==> src/rtl/tick_led_sequencer.sv <==
`default_nettype none
// ============================================================================
// Module   : tick_led_sequencer
// Function : Synchronises a slow tick, steps a BLINK/SHIFT/BOUNCE/FILL LED
//            pattern on each tick rising edge. Optional PWM dimming: LED_DIM_EN
// Revision : 1.0 - initial release
// ============================================================================
module tick_led_sequencer #(
    parameter int LED_W       = 8,
    parameter int SYNC_STAGES = 2
) (
    input  logic             CLK,
    input  logic             RST_N,
    input  logic             TICK_IN,
    input  logic             EN,
    input  logic [1:0]       MODE,
    input  logic [3:0]       DUTY,
    output logic [LED_W-1:0] LED,
    output logic             STEP
);
    localparam int               c_CNT_W      = $clog2(LED_W + 1);
    localparam logic [c_CNT_W-1:0] c_CNT_MAX  = c_CNT_W'(LED_W);
    localparam logic [2:0]       c_GUARD_MAX  = 3'(SYNC_STAGES + 1);
    localparam logic [LED_W-1:0] c_ONE        = {{(LED_W-1){1'b0}}, 1'b1};
    localparam logic [1:0]       c_MODE_BLINK  = 2'b00;
    localparam logic [1:0]       c_MODE_SHIFT  = 2'b01;
    localparam logic [1:0]       c_MODE_BOUNCE = 2'b10;

    logic [SYNC_STAGES-1:0] r_sync;
    logic                   r_hist;
    logic [2:0]             r_guard;
    logic                   r_step;
    logic                   w_edge;
    logic [1:0]             r_mode;
    logic [1:0]             r_mode_prev;
    logic                   w_load;
    logic                   w_adv;
    logic [LED_W-1:0]       r_pat;
    logic [LED_W-1:0]       w_pat_nxt;
    logic                   r_dir_up;
    logic                   w_dir_nxt;
    logic [c_CNT_W-1:0]     r_cnt;
    logic [c_CNT_W-1:0]     w_cnt_nxt;
    logic [LED_W-1:0]       r_led;
    logic [LED_W-1:0]       w_led_nxt;

    assign w_edge = r_sync[SYNC_STAGES-1] & ~r_hist;
    assign w_load = (r_mode != r_mode_prev);
    assign w_adv  = r_step & EN;
    assign STEP   = r_step;
    assign LED    = r_led;

    // The guard counter blocks a tick that was already high at reset release
    always_ff @(posedge CLK or negedge RST_N) begin
        if (!RST_N) begin
            r_sync  <= '0;
            r_hist  <= 1'b0;
            r_guard <= '0;
            r_step  <= 1'b0;
        end else begin
            r_sync  <= {r_sync[SYNC_STAGES-2:0], TICK_IN};
            r_hist  <= r_sync[SYNC_STAGES-1];
            r_step  <= w_edge & (r_guard == c_GUARD_MAX);
            if (r_guard != c_GUARD_MAX) begin
                r_guard <= r_guard + 3'd1;
            end
        end
    end

    always_comb begin
        w_pat_nxt = r_pat;
        w_dir_nxt = r_dir_up;
        w_cnt_nxt = r_cnt;
        if (w_load) begin
            w_dir_nxt = 1'b1;
            w_cnt_nxt = '0;
            w_pat_nxt = ((r_mode == c_MODE_SHIFT) || (r_mode == c_MODE_BOUNCE)) ? c_ONE : '0;
        end else if (w_adv) begin
            case (r_mode)
                c_MODE_BLINK: w_pat_nxt = ~r_pat;
                c_MODE_SHIFT: w_pat_nxt = {r_pat[LED_W-2:0], r_pat[LED_W-1]};
                c_MODE_BOUNCE: begin
                    // Direction flips as the end bit is reached, so no dwell at the ends
                    if (r_dir_up) begin
                        w_pat_nxt = r_pat << 1;
                        if (r_pat[LED_W-2]) w_dir_nxt = 1'b0;
                    end else begin
                        w_pat_nxt = r_pat >> 1;
                        if (r_pat[1]) w_dir_nxt = 1'b1;
                    end
                end
                default: begin
                    if (r_cnt == c_CNT_MAX) begin
                        w_pat_nxt = '0;
                        w_cnt_nxt = '0;
                    end else begin
                        w_pat_nxt = {r_pat[LED_W-2:0], 1'b1};
                        w_cnt_nxt = r_cnt + 1'b1;
                    end
                end
            endcase
        end
    end

    always_ff @(posedge CLK or negedge RST_N) begin
        if (!RST_N) begin
            r_mode      <= c_MODE_BLINK;
            r_mode_prev <= c_MODE_BLINK;
            r_pat       <= '0;
            r_dir_up    <= 1'b1;
            r_cnt       <= '0;
            r_led       <= '0;
        end else begin
            r_mode      <= MODE;
            r_mode_prev <= r_mode;
            r_pat       <= w_pat_nxt;
            r_dir_up    <= w_dir_nxt;
            r_cnt       <= w_cnt_nxt;
            r_led       <= w_led_nxt;
        end
    end

`ifdef LED_DIM_EN
    logic [3:0] r_pwm;

    always_ff @(posedge CLK or negedge RST_N) begin
        if (!RST_N) begin
            r_pwm <= '0;
        end else begin
            r_pwm <= r_pwm + 4'd1;
        end
    end

    assign w_led_nxt = EN ? (r_pat & {LED_W{(r_pwm < DUTY)}}) : '0;
`else
    logic w_unused_duty;

    assign w_unused_duty = ^DUTY;
    assign w_led_nxt     = EN ? r_pat : '0;
`endif

endmodule
`default_nettype wire

==> config.mk <==
export PLATFORM = sky130hd
export DESIGN_NAME = tick_led_sequencer
export DESIGN_NICKNAME = d
export VERILOG_FILES = /design/src/rtl/tick_led_sequencer.sv
export SDC_FILE = /design/constraint.sdc
export NUM_CORES = 1
export LEC_CHECK = 0
export BUFFER_PORTS_ARGS = -buffer_cell sky130_fd_sc_hd__buf_2
export CORE_MARGIN = 2
export CORE_UTILIZATION = 50
export DETAILED_ROUTE_END_ITERATION = 8
export PLACE_DENSITY = 0.72
export SYNTH_ARGS = -nofsm -noshare
export SYNTH_HDL_FRONTEND = slang
export SYNTH_SLANG_ARGS = --single-unit
==> constraint.sdc <==
create_clock -name CLK -period 1.87 [get_ports CLK]
set_input_delay 0.187 -clock CLK [delete_from_list [all_inputs] [get_ports CLK]]
set_output_delay 0.187 -clock CLK [all_outputs]
set_load 0.03 [all_outputs]
* Yosys cells after proc, flatten, opt, wreduce, memory -nomap -nowiden
Cells that the tools add are included.
** Storage, ports and cells
- Bits in registers :: 32
- Logic and storage cells :: 48
- Input port bits :: 10
** Operators by class
- Muxes and demuxes :: 17
- Add/subtract/negate cells :: 2
- Bitwise logic cells :: 5
- Reductions and logical operators :: 7
- Eq/ne operators :: 7
** Operator list (count)
- 8-bit two-way mux :: 5
- 8-bit one-hot mux with 3 select lines :: 1
- 4-bit two-way mux :: 4
- 8-bit inverter :: 1
- 1-bit two-way mux :: 7
- 4-bit by 1-bit adder with 4-bit output (second input constant) :: 1
- 4-bit equality test (second input constant) :: 1
- 2-bit AND reduction :: 2
- 2-bit nonzero test :: 2
- 3-bit by 1-bit adder with 3-bit output (second input constant) :: 1
- 1-bit bitwise AND :: 3
- 3-bit by 2-bit equality test with 1-bit output (second input constant) :: 1
- 3-bit by 2-bit inequality test with 1-bit output (second input constant) :: 1
- 3-bit OR reduction :: 1
- 2-bit by 1-bit equality test with 1-bit output (second input constant) :: 1
- 2-bit equality test (second input constant) :: 1
- 2-bit logical NOT :: 1
- 2-bit by 1-bit inequality test with 1-bit output (second input constant) :: 1
- 2-bit inequality test :: 1
- 1-bit logical OR :: 1
- 1-bit inverter :: 1

* Logic depth before layout (Yosys ltp)
- Depth after elaboration :: 5
- Mapped depth :: 6

* Worst setup path before layout
Ideal clock, no wire load.
- Path kind :: register to register
- Start point :: register r_mode[0]
- End point :: register r_pat[0]
- Data required time :: 1.733 ns
- Arrival time :: 1.410 ns
- Stages on the path, launching flop included :: 7
- Slack :: 0.323 ns
- Cell sequence :: dfrtp_1 inv_1 ha_1 clkbuf_1 a221o_2 a21oi_1 o221ai_1
** Between the ends
- Cells in the longest elaborated chain, start to end :: 4
** Ends and longest elaborated chain
- start: declaration :: RTL line 34 : logic [1:0] r_mode;
- start signal: assignment :: RTL line 107 : r_mode <= c_MODE_BLINK;
- 2-bit equality test (tied with other cells) :: RTL line 77, 79
- 8-bit one-hot mux with 3 select lines / 1-bit logical OR (equally long branches) :: RTL line 79, 77
- 8-bit two-way mux / 1-bit two-way mux (equally long branches) :: RTL line 78, 77
- 8-bit two-way mux :: RTL line 74 : if (w_load) begin
- end signal: assignment :: RTL line 116 : r_pat <= w_pat_nxt;
- end: declaration :: RTL line 38 : logic [LED_W-1:0] r_pat;
Parallel ways exist; a longest one is shown, timed or not. The select of a mux whose other input is x is not followed.
A chain may end at the register's enable or synchronous reset.

* Worst setup path in the final report
- Start point :: register r_mode[0]
- End point :: register r_pat[6]
** Between the ends
- Cells in the longest elaborated chain, start to end :: 4
** Ends and longest elaborated chain
- 2-bit equality test (tied with other cells) :: RTL line 79 : case (r_mode)
- 8-bit one-hot mux with 3 select lines :: RTL line 79
- 8-bit two-way mux :: RTL line 78 : end else if (w_adv) begin
- 8-bit two-way mux :: RTL line 74
Parallel ways exist; a longest one is shown, timed or not. The select of a mux whose other input is x is not followed.

==> flow_summary.toml <==
[cts]
cts-root-buf = "sky130_fd_sc_hd__clkbuf_4"
clockBufferDepth = 2
cts_sinks = 32
cts_htree_levels = 2
tritoncts_clock_tree = "yes"
worstSkewPairLatency_ns = 0.33
clk_transition_reported_paths_ns = 0.10
cts-buffers-inserted = 5

[run_status]
outcome = "finished with violations"
failed_checks = "DRC"

[sta]
final-hold-violation-count = 0
setup-violations-final = 0
actual_slew_at_the_worst_max_slew_pin_ns = 0.660
totalNegativeSetupSlack_ns = 0
slew_headroom_pct = 56.0
fin_skew_ns = 0.00538
post-route-min-period_ns = 1.65
max_freq_mhz = 608
grt_setup_unrepaired = "false"
fin_crit_sh_pct = 88.0
finalMaxSlewViolations = 0
final_critical_path_setup_slack_ns = 0.225

[route]
ant_nets = 0
detail_route.wl_per_cell_um = 14.1
avgViaCountPerCell = 5.79
drt_iter0_drc = 31
drt-total-wl_um = 2670
num_vias = 1094
detail_route.drc_violations = 2
drtPass1Iterations = 6

[logic_synthesis]
syn_std_cell_area_sq_um = 1500
synth.largest_area_cell = "sky130_fd_sc_hd__dfrtp_1"
postSynthCellCount = 134
synth_sequential_area_ratio_pct = 53.3
synth_top_cell_area_share_pct = 51.6
ys_ff_latch = 32
synth-warning-count = 0
syn_area_per_cell_sq_um = 11.2
netlist-cell-type-count = 35
synthTopCellsByArea = "sky130_fd_sc_hd__dfrtp_1 52%, sky130_fd_sc_hd__ha_1 6.7%, sky130_fd_sc_hd__and2_1 3.7%"
synthesis.nets = 152

[critical_path]
critical_path.endpoint_type = "register"
critical_path.max_fanout = 7
crit_path_max_incr_delay_ns = 0.44
worstPathCellList = "inv_1 > ha_1 > nor2b_2 > a222oi_1 > o32ai_1"
criticalPathCategory = "register to register"
worst-endpoint-required_ns = 2.09
critical_path.slowest_cell = "sky130_fd_sc_hd__dfrtp_1"
timing.critical_path.from_type = "register"
worst-endpoint-arrival_ns = 1.87

[global_route]
grt_first_pass_wirelength_um = 4670
gr-usage-met1_pct = 21.3
globalRoute.totalOverflow = 0
grt.met3_usage_pct = 6.59
grt-busiest-layer = "met2"
overall_fraction_of_global_route_tracks_in_use_pct = 18.2
grt_util_met2_pct = 28.9
antenna_found_initial = 0
maximum_number_of_pins_on_one_net_before_global_route_repair = 33
vias_in_the_first_global_route = 1094

[die]
std_cell_rows = 19
number_of_ports_placed_on_the_die_boundary = 19
die-height_um = 58.8
design.die.area_sq_um = 3460
design.core.area_sq_um = 2810
die_w_um = 58.8
initial_core_util_pct = 53.6

[cells_and_area]
antenna_cells_inserted = 0
most-common-layout-cells = "31 x sky130_fd_sc_hd__dfrtp_1, 14 x sky130_fd_sc_hd__inv_1, 14 x sky130_fd_sc_hd__buf_2, 9 x sky130_fd_sc_hd__and2_1, 9 x sky130_fd_sc_hd__nand2_1"
layout.filler_cells = 239
sequential_standard_cell_area_sq_um = 802
syn2layout_area_growth_pct = 14.1
most_frequent_standard_cell_in_the_layout_excluding_fill_and_tap_cells = "sky130_fd_sc_hd__dfrtp_1"
layout.core_utilization_pct = 61.2
layout-drive-gt1-share_pct = 20.3
multi_input_comb_area_sq_um = 614
finish.net_count = 175

[placement]
place.detailed.hpwl_um = 1910
gp_congestion = 0.957
port-buffer-count = 14
dpl_worst_slack_ns = 0.236

[worst_hold_path]
min_path_type = "input pin to register"

[pwr]
power_density_nw_per_um2 = 792
power.leakage_nw = 0.805
max-vdd-ir-drop_mv = 0.522

[run]
cap_viol_max_count = 0
kinds of logic (layout without fill, tap and decap cells):
family	count (synthesis)	count (layout)	synth area share (%)
xor+xnor	3	3	1.75
simple gates	34	34	11.6
fa+ha+maj	8	8	6.66
compound gates	37	37	20.1
mux	1	1	0.749
buf+inv	19	43	5.82
flops	32	32	53.3
worst paths after layout:
path	slack [ns]	start	cells after the start	end
worst max-delay path	0.22	r_mode[0]$_DFF_PN0_	5	r_pat[6]$_DFFE_PN0P_
worst min-delay path	0.20	EN	2	LED[7]$_DFF_PN0_
worst max register to register	0.22	r_mode[0]$_DFF_PN0_	5	r_pat[6]$_DFFE_PN0P_
worst min register to register	0.36	r_sync[0]$_DFF_PN0_	0	r_sync[1]$_DFF_PN0_
max in group asynchronous	1.04	RST_N	2	r_cnt[1]$_DFFE_PN0P_
min in group asynchronous	0.41	RST_N	2	r_guard[0]$_DFFE_PN0P_
synthesized netlist by cell type:
cell and instances:
sky130_fd_sc_hd__o21bai_1 1, sky130_fd_sc_hd__ha_1 8, sky130_fd_sc_hd__nor2_1 8, sky130_fd_sc_hd__a21o_1 1
sky130_fd_sc_hd__nand2_1 9, sky130_fd_sc_hd__a21oi_1 8, sky130_fd_sc_hd__a22o_1 3, sky130_fd_sc_hd__clkbuf_1 1
sky130_fd_sc_hd__a222oi_1 3, sky130_fd_sc_hd__o21a_4 1, sky130_fd_sc_hd__a22oi_1 4, sky130_fd_sc_hd__buf_2 1
sky130_fd_sc_hd__a31oi_1 1, sky130_fd_sc_hd__buf_4 2, sky130_fd_sc_hd__a221oi_2 1, sky130_fd_sc_hd__o32ai_1 3
sky130_fd_sc_hd__a221o_2 1, sky130_fd_sc_hd__a41oi_2 1, sky130_fd_sc_hd__a2bb2o_1 1, sky130_fd_sc_hd__inv_1 14
sky130_fd_sc_hd__a221oi_1 2, sky130_fd_sc_hd__a311oi_2 1, sky130_fd_sc_hd__nand4b_1 2, sky130_fd_sc_hd__and2_1 9
sky130_fd_sc_hd__buf_6 1, sky130_fd_sc_hd__nand2b_1 1, sky130_fd_sc_hd__nor2b_2 1, sky130_fd_sc_hd__and3_1 1
sky130_fd_sc_hd__mux2_2 1, sky130_fd_sc_hd__nand3_1 3, sky130_fd_sc_hd__o21ai_0 4, sky130_fd_sc_hd__dfrtp_1 31
sky130_fd_sc_hd__xnor2_1 3, sky130_fd_sc_hd__dfstp_2 1, sky130_fd_sc_hd__o221ai_1 1
repair_timing:
action                    CTS  global route
hold buffers                4             0
hold endpoints to repair   34             0
resized for setup           0             0
buffers inserted            0             0
worst max-delay path, delay by kind of cell (launching register included):
family	cells	cell delay (ns)
AOI/OAI and AO/OA	2	0.43
adders and majority gates	1	0.21
buffers and inverters	1	0.11
DFF	1	0.44
and+or+nand+nor	1	0.33
power by group:
part | internal, mW | switching (mW)
Clock | 0.280 | 0.227
Combinational | 0.0494 | 0.0749
Sequential | 0.712 | 0.0167
layer usage:
layer  up-vias  share of wire [%]
li1        521                  -
met1       520                 42
met2        47                 48
met3         6                8.1
met4         0                1.7
met5         -                  0
final cells by class:
class / count / share of cell area (%)
clock inverter: 2 / 2.04
multi-input combinational: 83 / 35.8
tap: 31 / 2.26
clock buffer: 6 / 2.41
timing repair buffer: 21 / 7.73
inverter: 14 / 3.06
sequential: 32 / 46.7
state kept, by name, indices dropped and copies added (netlist names):
name         count
r_mode_prev      2
r_dir_up         1
r_hist           1
r_cnt            4
r_sync           2
r_pat            8
r_mode           2
r_guard          3
STEP             1
LED              8
per-stage QoR:
step	std cells	total power, mW	instance area [sq um]	hold slack (ns)
5_1_grt	189	1.42	1720	0.193
2_1_floorplan	134	0.818	1500	-0.109
3_5_place_dp	177	0.861	1600	0.266
3_3_place_gp	177	0.857	1600	0.254
6_report	189	1.36	1720	0.196
4_1_cts	189	1.38	1720	0.189
Note: power is estimated with default switching activity, not from simulation.
